## src/rtl/tmds_pkg.sv

```systemverilog
// Shared TMDS constants: control-period symbols, disparity tally width and a
// byte popcount used by both the 8b->9b stage and the DC-balance stage.
package tmds_pkg;

  localparam int TALLY_W = 5;

  localparam logic [9:0] CTRL_SYM_00 = 10'b1101010100;
  localparam logic [9:0] CTRL_SYM_01 = 10'b0010101011;
  localparam logic [9:0] CTRL_SYM_10 = 10'b0101010100;
  localparam logic [9:0] CTRL_SYM_11 = 10'b1010101011;

  function automatic logic [9:0] ctrl_symbol(input logic [1:0] c);
    logic [9:0] sym;
    case (c)
      2'b00:   sym = CTRL_SYM_00;
      2'b01:   sym = CTRL_SYM_01;
      2'b10:   sym = CTRL_SYM_10;
      default: sym = CTRL_SYM_11;
    endcase
    return sym;
  endfunction

  function automatic logic [3:0] popcount8(input logic [7:0] v);
    logic [3:0] cnt;
    cnt = 4'd0;
    for (int i = 0; i < 8; i++) begin
      cnt = cnt + {3'b000, v[i]};
    end
    return cnt;
  endfunction

endpackage

```

## src/rtl/tmds_encoder_tm_choice.sv

```systemverilog
// 8b->9b transition-minimising stage: picks an XOR or XNOR chain so the
// resulting q_m has as few internal transitions as possible.
module tm_choice
  import tmds_pkg::*;
(
  input  logic [7:0] data_in,
  output logic [8:0] q_m
);

  logic [3:0] ones;
  logic       use_xnor;

  assign ones     = popcount8(data_in);
  assign use_xnor = (ones > 4'd4) || ((ones == 4'd4) && !data_in[0]);

  // Unrolled chain: bit i is the parity of data_in[i:0]; the XNOR chain
  // additionally inverts every odd bit, which avoids a serial bit-to-bit path.
  generate
    for (genvar gi = 0; gi < 8; gi++) begin : g_chain
      assign q_m[gi] = (^data_in[gi:0]) ^ (use_xnor & ((gi % 2) == 1));
    end
  endgenerate

  assign q_m[8] = ~use_xnor;

endmodule

```

## src/rtl/tmds_encoder.sv

```systemverilog
// TMDS 8b/10b encoder: transition-minimising stage, optional pipeline register,
// then DC-balancing stage with a running disparity tally and registered output.
module tmds_encoder
  import tmds_pkg::*;
#(
  parameter int PIPE_QM = 1
) (
  input  logic       clk_in,
  input  logic       rst_in,
  input  logic [7:0] data_in,
  input  logic [1:0] control_in,
  input  logic       ve_in,
  output logic [9:0] tmds_out
);

  logic [8:0] qm_comb;
  logic [8:0] qm_s;
  logic       ve_s;
  logic [1:0] ctrl_s;

  tm_choice u_tm_choice (
    .data_in (data_in),
    .q_m     (qm_comb)
  );

  generate
    if (PIPE_QM != 0) begin : g_pipe
      logic [8:0] qm_reg;
      logic       ve_reg;
      logic [1:0] ctrl_reg;

      always_ff @(posedge clk_in) begin
        if (rst_in) begin
          qm_reg   <= '0;
          ve_reg   <= 1'b0;
          ctrl_reg <= 2'b00;
        end else begin
          qm_reg   <= qm_comb;
          ve_reg   <= ve_in;
          ctrl_reg <= control_in;
        end
      end

      assign qm_s   = qm_reg;
      assign ve_s   = ve_reg;
      assign ctrl_s = ctrl_reg;
    end else begin : g_bypass
      assign qm_s   = qm_comb;
      assign ve_s   = ve_in;
      assign ctrl_s = control_in;
    end
  endgenerate

  logic signed [TALLY_W-1:0] tally_reg;
  logic signed [TALLY_W-1:0] tally_next;
  logic signed [TALLY_W-1:0] diff;
  logic        [TALLY_W-1:0] two_n1;
  logic        [9:0]         sym_next;

  // diff = N1 - N0 = 2*N1 - 8; modular 5-bit arithmetic is exact because the
  // tally never leaves [-10, +10].
  assign two_n1 = {popcount8(qm_s[7:0]), 1'b0};
  assign diff   = signed'(two_n1 - 5'd8);

  always_comb begin
    sym_next   = ctrl_symbol(ctrl_s);
    tally_next = '0;
    if (ve_s) begin
      if ((tally_reg == 5'sd0) || (diff == 5'sd0)) begin
        sym_next   = {~qm_s[8], qm_s[8], qm_s[8] ? qm_s[7:0] : ~qm_s[7:0]};
        tally_next = qm_s[8] ? (tally_reg + diff) : (tally_reg - diff);
      end else if (((tally_reg > 5'sd0) && (diff > 5'sd0)) ||
                   ((tally_reg < 5'sd0) && (diff < 5'sd0))) begin
        sym_next   = {1'b1, qm_s[8], ~qm_s[7:0]};
        tally_next = tally_reg + (qm_s[8] ? 5'sd2 : 5'sd0) - diff;
      end else begin
        sym_next   = {1'b0, qm_s[8], qm_s[7:0]};
        tally_next = tally_reg + diff - (qm_s[8] ? 5'sd0 : 5'sd2);
      end
    end
  end

  always_ff @(posedge clk_in) begin
    if (rst_in) begin
      tmds_out  <= '0;
      tally_reg <= '0;
    end else begin
      tmds_out  <= sym_next;
      tally_reg <= tally_next;
    end
  end

endmodule

```

## config.mk

```make
export PLATFORM = sky130hd
export DESIGN_NAME = tmds_encoder
export DESIGN_NICKNAME = d
export VERILOG_FILES = /design/src/rtl/tmds_pkg.sv /design/src/rtl/tmds_encoder_tm_choice.sv /design/src/rtl/tmds_encoder.sv
export SDC_FILE = /design/constraint.sdc
export NUM_CORES = 1
export LEC_CHECK = 0
export ABC_AREA = 1
export CAP_MARGIN = 20
export CORE_UTILIZATION = 40
export CTS_CLUSTER_SIZE = 8
export DETAILED_ROUTE_END_ITERATION = 12
export DONT_BUFFER_PORTS = 1
export SYNTH_ARGS = -nofsm -noshare
export SYNTH_HDL_FRONTEND = slang
export SYNTH_SLANG_ARGS = --single-unit
```

## constraint.sdc

```tcl
create_clock -name clk_in -period 4.2 [get_ports clk_in]
set_input_delay 0.84 -clock clk_in [delete_from_list [all_inputs] [get_ports clk_in]]
set_output_delay 0.84 -clock clk_in [all_outputs]
set_load 0.02 [all_outputs]
```

# [After elaboration in Yosys (flattened, before gate mapping)]
# Cells that the tools add are included.
[op_classes] addsub=20 order_cmp=5 n_eq_ne=3 n_mux=10 bitwise=8 reduce_logical=18
[ops] cell="4-bit by 1-bit adder with 4-bit output" count=10
[ops] cell="10-bit 2-to-1 mux" count=3
[ops] cell="10-bit one-hot mux with 3 select lines" count=1
[ops] cell="5-bit 2-to-1 mux" count=3
[ops] cell="5-bit by 1-bit > comparator with 1-bit output (second input constant)" count=2
[ops] cell="5-bit zero test" count=2
[ops] cell="5-bit by 1-bit less-than comparator with 1-bit output (second input constant)" count=2
[ops] cell="5-bit subtractor" count=2
[ops] cell="8-bit 2-to-1 mux" count=1
[ops] cell="8-bit inverter" count=1
[ops] cell="8-bit parity" count=1
[ops] cell="7-bit parity" count=1
[ops] cell="6-bit parity" count=1
[ops] cell="5-bit by 3-bit adder with 5-bit output" count=1
[ops] cell="5-bit adder" count=1
[ops] cell="5-bit parity" count=1
[ops] cell="5-bit by 3-bit subtractor with 5-bit output" count=1
[ops] cell="5-bit by 4-bit subtractor with 5-bit output (second input constant)" count=1
[ops] cell="1-bit by 1-bit adder with 2-bit output" count=2
[ops] cell="3-bit by 1-bit adder with 4-bit output" count=1
[ops] cell="4-bit by 3-bit == test with 1-bit output (second input constant)" count=1
[ops] cell="4-bit by 3-bit > comparator with 1-bit output (second input constant)" count=1
[ops] cell="2-bit 2-to-1 mux" count=2
[ops] cell="4-bit parity" count=1
[ops] cell="other kinds (12)" count=21
[word_totals] reg_bits=27 input_bits=13 out_inout_bits=10 wordCells=69

# [Depth between registers and ports, before layout]
# Gate-level depths: netlist (run 1).
[logic_depth] ltp_word=14 ltp_mapped=20 ltp_nobuf=20

# [Hierarchy]
# A second synthesis (run 1) with hierarchy kept.
[hier_totals] cells_unflattened=302 area_unflattened_um2=2262.2
[by_module_without_submodules] mod="tmds_encoder" n_inst=1 cells_each=229 area_each_um2=1806.7 seq_area_each_um2=520.5
[by_module_without_submodules] mod="tm_choice" n_inst=1 cells_each=73 area_each_um2=455.4 seq_area_each_um2=0.0

# [Least setup slack after synthesis (run 1)]
# OpenSTA, ideal clock, no wires.
[synth_path] path_kind="input to register" from="input port data_in[0]" to="register g_pipe.qm_reg[7]" setup_ps=110 arrival_time_ps=3759 t_required_ps=4090 slack_ps=330 path_stages=14 path_buffers=0 cell_sequence="ha_1 > inv_1 > fa_1 > fa_1 > inv_1 > fa_1 > fa_1 > nor2_1 > nand2_1 > a21oi_2 > nand3_1 > and2_4 > nor2_2 > nor2_2"
[synth_between] elab_chain_cells=11 elab_cells_between_ends=14 classes_between="add/sub (7); order compare (1); eq/ne (1); bitwise (1); reduce/logical (4)"
[synth_lines] item="start, declared" line_no="tmds_encoder.sv:10" rtl="input logic [7:0] data_in,"
[synth_lines] item="parallel branches: the longest is 10 deep, another holds 4-bit by 1-bit adder with 4-bit output"
[synth_lines] item="1-bit XOR (*)" line_no="tmds_encoder_tm_choice.sv:20" rtl="assign q_m[gi] = (^data_in[gi:0]) ^ (use_xnor & ((gi % 2) == 1));"
[synth_lines] item="end signal, assigned" line_no="tmds_encoder.sv:38" rtl="qm_reg <= qm_comb;"
[synth_lines] item="end, declared" line_no="tmds_encoder.sv:28" rtl="logic [8:0] qm_reg;"
# Mark *: on every way between the ends.
# A chain may end at the register's enable or synchronous reset.

# [Worst setup path after layout (run 1)]
[layout_path] from="register g_pipe.qm_reg[0]" to="register tally_reg[4]"
[layout_between] elab_chain_cells=13 elab_cells_between_ends=22 classes_between="add/sub (12); order compare (2); mux (3); reduce/logical (5)"
[layout_lines] item="1-bit by 1-bit adder with 2-bit output (*)" line_no="tmds_pkg.sv:27" rtl="cnt = cnt + {3'b000, v[i]};"
[layout_lines] item="2-bit by 1-bit adder with 3-bit output (*)" line_no="tmds_pkg.sv:27"
[layout_lines] item="3-bit by 1-bit adder with 4-bit output (*)" line_no="tmds_pkg.sv:27"
[layout_lines] item="4-bit by 1-bit adder with 4-bit output (*) (4 in a row)" line_no="tmds_pkg.sv:27"
[layout_lines] item="5-bit by 4-bit subtractor with 5-bit output (*)" line_no="tmds_encoder.sv:63" rtl="assign diff = signed'(two_n1 - 5'd8);"
[layout_lines] item="parallel branches: the longest is 4 deep, another holds 5-bit adder"
[layout_lines] item="5-bit 2-to-1 mux (*)" line_no="tmds_encoder.sv:69" rtl="if ((tally_reg == 5'sd0) || (diff == 5'sd0)) begin"
[layout_lines] item="end signal, assigned" line_no="tmds_encoder.sv:89" rtl="tally_reg <= tally_next;"
[layout_lines] item="end, declared" line_no="tmds_encoder.sv:54" rtl="logic signed [TALLY_W-1:0] tally_reg;"
# Marks and branches as above.

==> results of run 1 <==
==> placed cells by master, fill, tap and decap left out, types with 2 or more instances in the layout <==
master	netlist	final
nand2_2	4	4
inv_1	53	52
nand3_1	25	25
nor2_2	4	4
dfxtp_1	26	26
a21oi_1	20	20
nor2_1	12	12
xnor2_1	4	4
xor2_1	7	7
o21ai_1	6	6
fa_1	12	12
ha_1	25	25
clkbuf_8	0	3
o21ai_0	10	10
nand2_4	4	4
nand2_1	37	37
inv_2	1	2
==> cell families after synthesis <==
| group | count (synthesis) | synth area share (%) |
|---|---|---|
| buffers and inverters | 55 | 9.84 |
| AO/OA/AOI/OAI | 40 | 10.0 |
| XOR/XNOR | 12 | 5.37 |
| flip-flops | 26 | 24.8 |
| AND/OR/NAND/NOR | 94 | 23.6 |
| adder cells (fa/ha/maj) | 37 | 26.4 |
==> layer usage <==
metal | up-vias | track usage [%] | routed length (microns)
li1 | 837 | - | -
met5 | - | 0 | 0
met1 | 689 | 22.6 | 2070
met3 | 4 | 1.76 | 101
met2 | 32 | 24.9 | 1700
met4 | 0 | 3.77 | 40
==> cell type report <==
type | instances | area, sq um
timing repair buffer | 1 | 7.51
clock buffer | 3 | 41.3
tap | 67 | 83.8
sequential | 26 | 520
multi-input combinational | 183 | 1370
inverter | 54 | 203
clock inverter | 1 | 30.0
fill | 524 | 2620
==> where the power goes <==
group          total, uW  internal, uW  switching (uW)
Sequential           361           297            64.0
Combinational       1440           548             889
Clock                207           128            79.9
==> critical path: cells and delay by family (launching register included) <==
family          cells  cell delay (ps)
compound gates      3              330
xor+xnor            1              140
fa+ha+maj           6             2350
buf+inv             5              350
flops               1              340
simple gates        3              330
==> worst min-delay path by stage <==
stage / endpoint / cells past startpoint
final: tmds_out[5] / 2
after CTS: tmds_out[6] / 2
after global routing: tmds_out[5] / 2
after global placement: tmds_out[4] / 2
after detailed placement: tmds_out[7] / 2
after floorplan: tmds_out[4] / 2
==> per-stage QoR <==
stage	power [uW]	std cells	worst slack (ps)	hold WS [ps]
after global routing	2240	335	36.9	594
after global placement	1790	331	162	540
after detailed placement	1800	331	138	545
after floorplan	1490	264	330	479
final	2010	335	270	562
after CTS	2010	335	249	566
==> out/results.ini, run 1 <==
[outcome]
outcome = complete, no violations

[worst_setup_path]
cp_max_fo = 3
path_class = reg -> reg
cp_slowest_cell = fa_1
cp-start-kind = flip-flop
crit_end = tally_reg[4]
timing.rr.end = tally_reg[4]
slowest_delay_ps = 560
startpoint = g_pipe.qm_reg[0]
required_ps = 4370
reg2reg_slack_ps = 270
end_kind = flip-flop
r2r-start = g_pipe.qm_reg[0]
r2r_cells = 18
crit_chain = inv_1 > fa_1 > fa_1 > fa_1 > inv_1 > ha_1 > nand2_2 > nand2_1 > inv_2 > ha_1 > inv_1 > fa_1 > inv_1 > a21oi_1 > nand2_1 > xor2_1 > a21oi_1 > a21oi_1
crit_arrival_ps = 4100

[place]
routabilityCongestion = 0.837
dpl_cell_area_sq_um = 2190
hpwl_microns = 3240
portBuffers = 0

[logic_synthesis]
synth_top_area_cell = dfxtp_1
yosys-top-cells-count = inv_1, nand2_1, dfxtp_1
syn-num-nets = 314
synth_ff_type = dfxtp_1
synth_top_area_share_pct = 24.8
synth_cells = 264
synth_area_per_cell_sq_um = 7.95
yosys_warnings = 0
synth_edf_count = 0
yosys-top-cells-area = dfxtp_1, ha_1, fa_1, inv_1, nand2_1
ys_seq_elements = 26
ys_types = 30
syn-cell-area_sq_um = 2100
synth-async-reset-ratio_pct = 0
synth.most_common_cell = inv_1
ys_seq_area_share_pct = 24.8

[routing]
routed_wl_microns = 3910
routedWlPerCell_microns = 11.7
ant_nets = 0
vias_per_cell = 4.66
first_pass_iters = 4
routed-via-count = 1562
dr.first_iter.drc_count = 92
drc = 0

[global_routing]
grt_pass1_vias = 1478
antenna_found_initial = 0
track_usage_pct = 15.7
grt_max_degree = 16
gr-total-overflow = 0
grt_pass1_wl_microns = 6670

[cts]
cts_made_buffers = 3
ctsHoldBuffers = 0
cts_buffer_depth = 2
clockRootBuffer = clkbuf_8
clk_pin_slew_ps = 90
cts_sinks = 26
htreeDepth = 1
clock_latency_ps = 270
post_cts_resized = 0
cts_setup_buffers = 0
cts_tree = done

[power]
ir_drop_mv = 0.312
p_leak_uw = 0.00114
cellPowerDensity_nw_per_um2 = 889

[sta]
rsz0062_at_grt = no
period_needed_ps = 3930
tightest_slew_ps = 546
fin_skew_ps = 4.17
finalHoldViolations = 0
final.setup.tns_ps = 0
fin_crit_sh_pct = 93.6
finalSetupViolations = 0
fmax_mhz = 254
slew_headroom_pct = 63.2
drv_slew = 0

[flow_run]
drv_cap = 0

[final_layout]
area.growth.synth_to_final_pct = 7.57
nNetsFinal = 319
post-route-util_pct = 46.3
n_antenna_cell = 0
final_area_sq_um = 2260
final_layout_size_suffix_gt1_share_pct = 10.4
largest_reg_flops = 10

[die]
design.die.area_sq_um = 5540
die_w_microns = 74.4
io_pins = 23
core-area_sq_um = 4880
initial_core_util_pct = 43.0
die_h_microns = 74.4
rows = 25

[hold_path]
hold_class = reg -> reg
min-delay-start = g_pipe.ve_reg

Note: power is estimated with default switching activity, not from simulation.
==> run 2, diff against run 1 <==
--- a/config.mk
+++ b/config.mk
@@ -5,7 +5,6 @@
 export SDC_FILE = /design/constraint.sdc
 export NUM_CORES = 1
 export LEC_CHECK = 0
-export ABC_AREA = 1
 export CAP_MARGIN = 20
 export CORE_UTILIZATION = 40
 export CTS_CLUSTER_SIZE = 8
==> run 2 against run 1 <==
Against the previous run: register-to-register slack lost 60 ps; highest routed layer unchanged; wire length shrank 15%; cell area shrank 3.5%; first-iteration DRC count shrank 50%.
==> out/results.ini, run 2 <==
[logic_synthesis]
synth_top_area_cell = dfxtp_1
synth.most_common_cell = inv_1
syn-cell-area_sq_um = 1920  ; -8.6%
yosys_warnings = 0  ; unchanged
synth_top_area_share_pct = 27.2  ; +2.3 points
synth_ff_type = dfxtp_1
synth_cells = 201  ; -24%
yosys-top-cells-area = dfxtp_1, ha_1, fa_1, xnor2_1, inv_1
yosys-top-cells-count = inv_1, dfxtp_1, ha_1, xnor2_1, a21oi_1
synth_area_per_cell_sq_um = 9.54  ; +20%
syn-num-nets = 251  ; -20%
synth_edf_count = 0  ; unchanged
synth-async-reset-ratio_pct = 0  ; unchanged
ys_seq_elements = 26  ; unchanged
ys_types = 33  ; +10%
ys_seq_area_share_pct = 27.2  ; +2.3 points

[global_routing]
grt_pass1_vias = 1274  ; -14%
grt_max_degree = 17  ; +1
grt_pass1_wl_microns = 5690  ; -15%
track_usage_pct = 14.4  ; -1.3 points
antenna_found_initial = 0  ; unchanged
gr-total-overflow = 0  ; unchanged

[final_layout]
final_layout_size_suffix_gt1_share_pct = 14.2  ; +3.8 points
nNetsFinal = 262  ; -18%
post-route-util_pct = 48.7  ; +2.4 points
fillerInstances = 416  ; -21%
final_cell_mix = inv_1, dfxtp_1, xnor2_1, ha_1, a21oi_1
n_antenna_cell = 0  ; unchanged
final_area_sq_um = 2180  ; -3.5%
largest_reg_flops = 10  ; unchanged
final_common_cell = inv_1
area.growth.synth_to_final_pct = 13.6

[place]
hpwl_microns = 2730  ; -16%
dpl_cell_area_sq_um = 2020  ; -7.8%
routabilityCongestion = 0.778  ; -7.1%
portBuffers = 0  ; unchanged

[routing]
drc = 0  ; unchanged
routed-via-count = 1276  ; -18%
ant_nets = 0  ; unchanged
dr.first_iter.drc_count = 46  ; -50%
first_pass_iters = 4  ; unchanged
routedWlPerCell_microns = 12.7  ; +8.8%
routed_wl_microns = 3340  ; -15%
vias_per_cell = 4.85  ; +4.1%

[sta]
finalSetupViolations = 0  ; unchanged
finalHoldViolations = 0  ; unchanged
period_needed_ps = 3990  ; +56.5 ps
drv_slew = 0  ; unchanged
tightest_slew_ps = 442  ; -103 ps
slew_headroom_pct = 69.9  ; +6.6 points
fin_skew_ps = 3.86  ; -0.306 ps
fin_crit_sh_pct = 94.9  ; +1.3 points
fmax_mhz = 251  ; -1.4%

[worst_setup_path]
cp-start-kind = flip-flop
crit_chain = inv_1 > fa_1 > fa_1 > fa_1 > inv_1 > ha_1 > a21oi_4 > xnor2_2 > buf_4 > ha_2 > xnor2_2 > nor3b_2 > xnor2_1 > mux2_2 > o211a_1
cp_max_fo = 3  ; unchanged
crit_arrival_ps = 4160  ; +60 ps
critical-path-top-delay-family = adder cells
critPathMostFrequentCell = fa_1
end_kind = flip-flop
path_buf_inv = 3  ; -2
slowest_delay_ps = 550  ; about the same
cp_slowest_cell = fa_1
required_ps = 4370  ; about the same
path_class = reg -> reg

[cts]
htreeDepth = 1  ; unchanged
clk_pin_slew_ps = 90  ; about the same
clockRootBuffer = clkbuf_8
cts_sinks = 26  ; unchanged
cts_tree = done
clock_latency_ps = 270  ; about the same
cts_buffer_depth = 2  ; unchanged
cts_made_buffers = 3  ; unchanged

[die]
die_w_microns = 71.2  ; -4.3%
design.die.area_sq_um = 5070  ; -8.4%
rows = 24  ; -4.0%
initial_core_util_pct = 42.8  ; -0.16 points
io_pins = 23  ; unchanged
die_h_microns = 71.2  ; -4.3%
core-area_sq_um = 4470  ; -8.3%

[hold_path]
hold_class = reg -> reg

[flow_run]
drv_cap = 0  ; unchanged

[outcome]
outcome = complete, no violations

## run 2: cell types whose count changed after synthesis, moves of 4 or more
cell,delta
nand2_4,-4
xnor2_1,+21
nor2_2,-4
nand2_1,-36
nand3_1,-24
nand2_2,-4
inv_1,-17
o21ai_1,-6
nor2b_1,+8
o21ai_0,-9
## run 2: worst paths after layout
check,start,to,slack (ps),depth (start not counted)
worst max-delay path,g_pipe.qm_reg[0],tally_reg[4],210,15
worst min-delay path,g_pipe.qm_reg[3],tmds_out[3],580,2
worst max register to register,g_pipe.qm_reg[0],tally_reg[4],210,15
worst min register to register,g_pipe.qm_reg[3],tmds_out[3],580,2
## run 2: cells by family (layout without fill, tap and decap cells)
kind of cell / Yosys count / count (layout) / share of synthesized area (%)
DFF: 26 / 26 / 27.2
and+or+nand+nor: 37 / 37 / 10.2
muxes: 3 / 3 / 2.28
AOI/OAI and AO/OA: 28 / 28 / 9.27
buffers and inverters: 39 / 49 / 7.64
adders and majority gates: 37 / 37 / 28.9
xor gates and xnor gates: 31 / 31 / 14.6
## run 2: metrics by stage
stage / worst slack, ps / hold slack [ps] / setup TNS, ps / std cells
floorplan: 183 / 532 / 0 / 201
global placement: 90.5 / 553 / 0 / 256
detailed placement: 26.2 / 562 / 0 / 256
CTS: 27.4 / 574 / 0 / 260
global route: -19.2 / 616 / -19.2 / 263
finish: 213 / 578 / 0 / 263
## run 2: routing by layer
layer / routed length (microns) / global-route usage (%) / vias up
met1: 1520 / 18.5 / 591
met3: 143 / 2.53 / 4
met4: 49 / 4.89 / 0
met2: 1620 / 24.4 / 25
met5: 0 / 0 / -
li1: - / - / 656
## run 2: final cells by class
type | instances | area [sq um] | area share (%)
well taps | 52 | 65.1 | 2.99
multi-input cells | 136 | 1320 | 60.5
repair buffers | 9 | 67.6 | 3.10
flip-flops and latches | 26 | 520 | 23.9
clock buffers | 3 | 41.3 | 1.90
clock inverters | 1 | 30.0 | 1.38
inverters | 36 | 135 | 6.20
## run 2: tightest hold or removal path: cells and delay by family, from the launching register on
kind / cells / cell delay (ps)
flip-flops: 1 / 360
XOR/XNOR: 1 / 120
AO/OA/AOI/OAI: 1 / 60
## run 2: what timing repair did
action | in CTS | in global routing
setup buffers | 0 | 3
endpoints found under the setup margin | 0 | 9
gates resized for setup | 0 | 12
hold endpoints to repair | 0 | 0
hold buffers | 0 | 0
Power of run 2 is not shown: default switching activity piles up to over one toggle a cycle in this logic, so the estimate is an artifact.
==> run 3, diff against run 2 <==
--- a/config.mk
+++ b/config.mk
@@ -5,11 +5,14 @@
 export SDC_FILE = /design/constraint.sdc
 export NUM_CORES = 1
 export LEC_CHECK = 0
+export ABC_AREA = 0
 export CAP_MARGIN = 20
+export CORE_MARGIN = 2
 export CORE_UTILIZATION = 40
 export CTS_CLUSTER_SIZE = 8
 export DETAILED_ROUTE_END_ITERATION = 12
 export DONT_BUFFER_PORTS = 1
 export SYNTH_ARGS = -nofsm -noshare
 export SYNTH_HDL_FRONTEND = slang
+export SYNTH_HIERARCHICAL = 1
 export SYNTH_SLANG_ARGS = --single-unit
==> run 3 against run 2 <==
Against the previous run: clock-buffer cell count grew 1; sequential share of layout area fell by 1.7 points; worst setup slack got worse by 100 ps; synthesized cell count decreased by 3.0%; largest cell class unchanged; highest routed layer unchanged.
==> out/results.ini, run 3 <==
[routing]
met3_length_microns = 121  ; -15%
drt-met1-wl_microns = 1640  ; +7.8%
vias_per_cell = 4.56  ; -6.1%
routed.top_layer = met4
ant_nets = 0  ; unchanged
dr.first_iter.drc_count = 51  ; +11%
routed_wl_microns = 3460  ; +3.7%
routedWlPerCell_microns = 12.5  ; -1.6%
met2WireLength_microns = 1660  ; +2.5%
first_pass_iters = 4  ; unchanged
drc = 0  ; unchanged
routed-via-count = 1262  ; -1.1%

[die]
core-area_sq_um = 4790  ; +7.0%
die_h_microns = 75.0  ; +5.3%
design.die.area_sq_um = 5620  ; +11%
initial_core_util_pct = 42.1  ; -0.75 points
io_pins = 23  ; unchanged
die_w_microns = 75.0  ; +5.3%
rows = 25  ; +4.2%

[global_routing]
gr-total-overflow = 0  ; unchanged
antenna_found_initial = 0  ; unchanged
grt_pass1_wl_microns = 5910  ; +3.8%
grt_max_degree = 17  ; unchanged
track_usage_pct = 13.9  ; -0.54 points
grt_pass1_vias = 1292  ; +1.4%

[worst_setup_path]
reg2reg_slack_ps = 110  ; -100 ps
path_class = reg -> reg
crit_end = tally_reg[4]
cp-start-kind = flip-flop
r2r-start = g_pipe.qm_reg[0]
end_kind = flip-flop
cp_max_fo = 3  ; unchanged
r2r_cells = 14  ; -1
startpoint = g_pipe.qm_reg[0]
crit_arrival_ps = 4260  ; +100 ps
timing.rr.end = tally_reg[4]
required_ps = 4380  ; about the same

[sta]
drv_slew = 0  ; unchanged
tightest_slew_ps = 452  ; +9.59 ps
finalHoldViolations = 0  ; unchanged
fin_skew_ps = 1.74  ; -2.12 ps
final.setup.tns_ps = 0  ; unchanged
finalSetupViolations = 0  ; unchanged
slew_headroom_pct = 69.8  ; about the same
period_needed_ps = 4090  ; +102 ps
fmax_mhz = 245  ; -2.5%
layout_setup_ws_ps = 111  ; -102 ps
fin_crit_sh_pct = 97.4  ; +2.4 points

[logic_synthesis]
synth_ff_type = dfxtp_1
ys_seq_area_share_pct = 25.8  ; -1.3 points
synth_top_area_share_pct = 25.8  ; -1.3 points
ys_seq_elements = 26  ; unchanged
yosys-top-cells-area = dfxtp_1, ha_1, fa_1, xnor2_1, inv_1
yosys_warnings = 6  ; +6
synth.most_common_cell = inv_1
ys_types = 35  ; +6.1%
syn-num-nets = 245  ; -2.4%
synth-async-reset-ratio_pct = 0  ; unchanged
synth_cells = 195  ; -3.0%
synth_area_per_cell_sq_um = 10.3  ; +8.3%
synth_top_area_cell = dfxtp_1
yosys-top-cells-count = inv_1, dfxtp_1, ha_1
synth_edf_count = 0  ; unchanged
syn-cell-area_sq_um = 2010  ; +5.1%

[outcome]
outcome = complete, no violations

[place]
routabilityCongestion = 0.816  ; +4.9%
portBuffers = 0  ; unchanged
hpwl_microns = 2880  ; +5.4%
preCtsSetupSlack_ps = -75.5  ; -102 ps

[final_layout]
final_cell_mix = inv_1, dfxtp_1, ha_1, xnor2_1, nor2b_1
fillerInstances = 434  ; +4.3%
area.growth.synth_to_final_pct = 17.2
final_layout_size_suffix_gt1_share_pct = 21.0  ; +6.7 points
n_antenna_cell = 0  ; unchanged
nNetsFinal = 261  ; -0.38%
final_common_cell = inv_1
largest_reg_flops = 10  ; unchanged

[cts]
clock_latency_ps = 260  ; about the same
ctsHoldBuffers = 0  ; unchanged
htreeDepth = 1  ; unchanged
cts_made_buffers = 3  ; unchanged
cts_tree = done
cts_sinks = 26  ; unchanged
clockRootBuffer = clkbuf_8
clk_pin_slew_ps = 80  ; about the same
cts_buffer_depth = 2  ; unchanged

[flow_run]
drv_cap = 0  ; unchanged

[hold_path]
hold_class = reg -> reg

## run 3: cell types whose count changed after synthesis, moves of 2 or more
cell and change:
xnor3_1 +4, a21oi_1 -5, nor3b_1 -3, nor2b_1 +7, a211oi_1 +3, xnor2_1 -7
nor2_1 -9, nand2b_1 +2, inv_1 -2, nand2_1 +3
## run 3: worst min path at each step
stage                           from           to  depth (start not counted)
floorplan           g_pipe.qm_reg[4]  tmds_out[4]                          2
global placement    g_pipe.qm_reg[3]  tmds_out[3]                          2
detailed placement  g_pipe.qm_reg[1]  tmds_out[1]                          2
CTS                 g_pipe.qm_reg[3]  tmds_out[3]                          2
global route        g_pipe.qm_reg[3]  tmds_out[3]                          2
finish              g_pipe.qm_reg[1]  tmds_out[1]                          2
## run 3: kinds of logic (layout without fill, tap and decap cells)
family / Yosys count / in the layout / share of synthesized area [%]
AOI/OAI and AO/OA: 26 / 26 / 9.88
xor gates and xnor gates: 29 / 29 / 17.1
adders and majority gates: 37 / 37 / 27.5
buffers and inverters: 37 / 52 / 7.08
DFF: 26 / 26 / 25.8
muxes: 2 / 2 / 1.61
and+or+nand+nor: 38 / 38 / 11.1
## run 3: metal layers
layer	vias up	global-route usage, %
met5	-	0
met3	6	3.08
li1	652	-
met1	581	19.8
met2	23	21.5
met4	0	2.98
## run 3: layout make-up
| cell class | instances | area, sq um | area share (%) |
|---|---|---|---|
| clock buffers | 4 | 55.1 | 2.33 |
| inverters | 34 | 128 | 5.41 |
| multi-input cells | 132 | 1450 | 61.6 |
| flip-flops and latches | 26 | 523 | 22.2 |
| well taps | 67 | 83.8 | 3.55 |
| repair buffers | 14 | 118 | 4.98 |
## run 3: worst max-delay path: stages (launching register included)
cell and delay [ps]:
dfxtp_2 350, inv_1 60, fa_1 550, fa_1 430, fa_1 510, inv_2 60
ha_2 190, a21oi_4 200, xnor2_4 120, buf_4 150, ha_1 290, ha_1 340
xnor3_1 400, nand2_1 70, a311oi_2 300
## run 3: stage by stage
stage	instances	hold WS, ps	utilization (%)	area (sq um)
floorplan	195	532	-	2010
global placement	272	561	45.6	2180
detailed placement	272	568	45.6	2180
CTS	276	581	47.1	2250
global route	277	603	49.3	2360
finish	277	551	49.3	2360
## run 3: what timing repair did
item | 4_1_cts | 5_1_grt
resized for setup | 3 | 17
pin swaps | 0 | 7
endpoints found under the setup margin | 1 | 11
buffers inserted | 0 | 1
Power of run 3 is left out for the same reason.
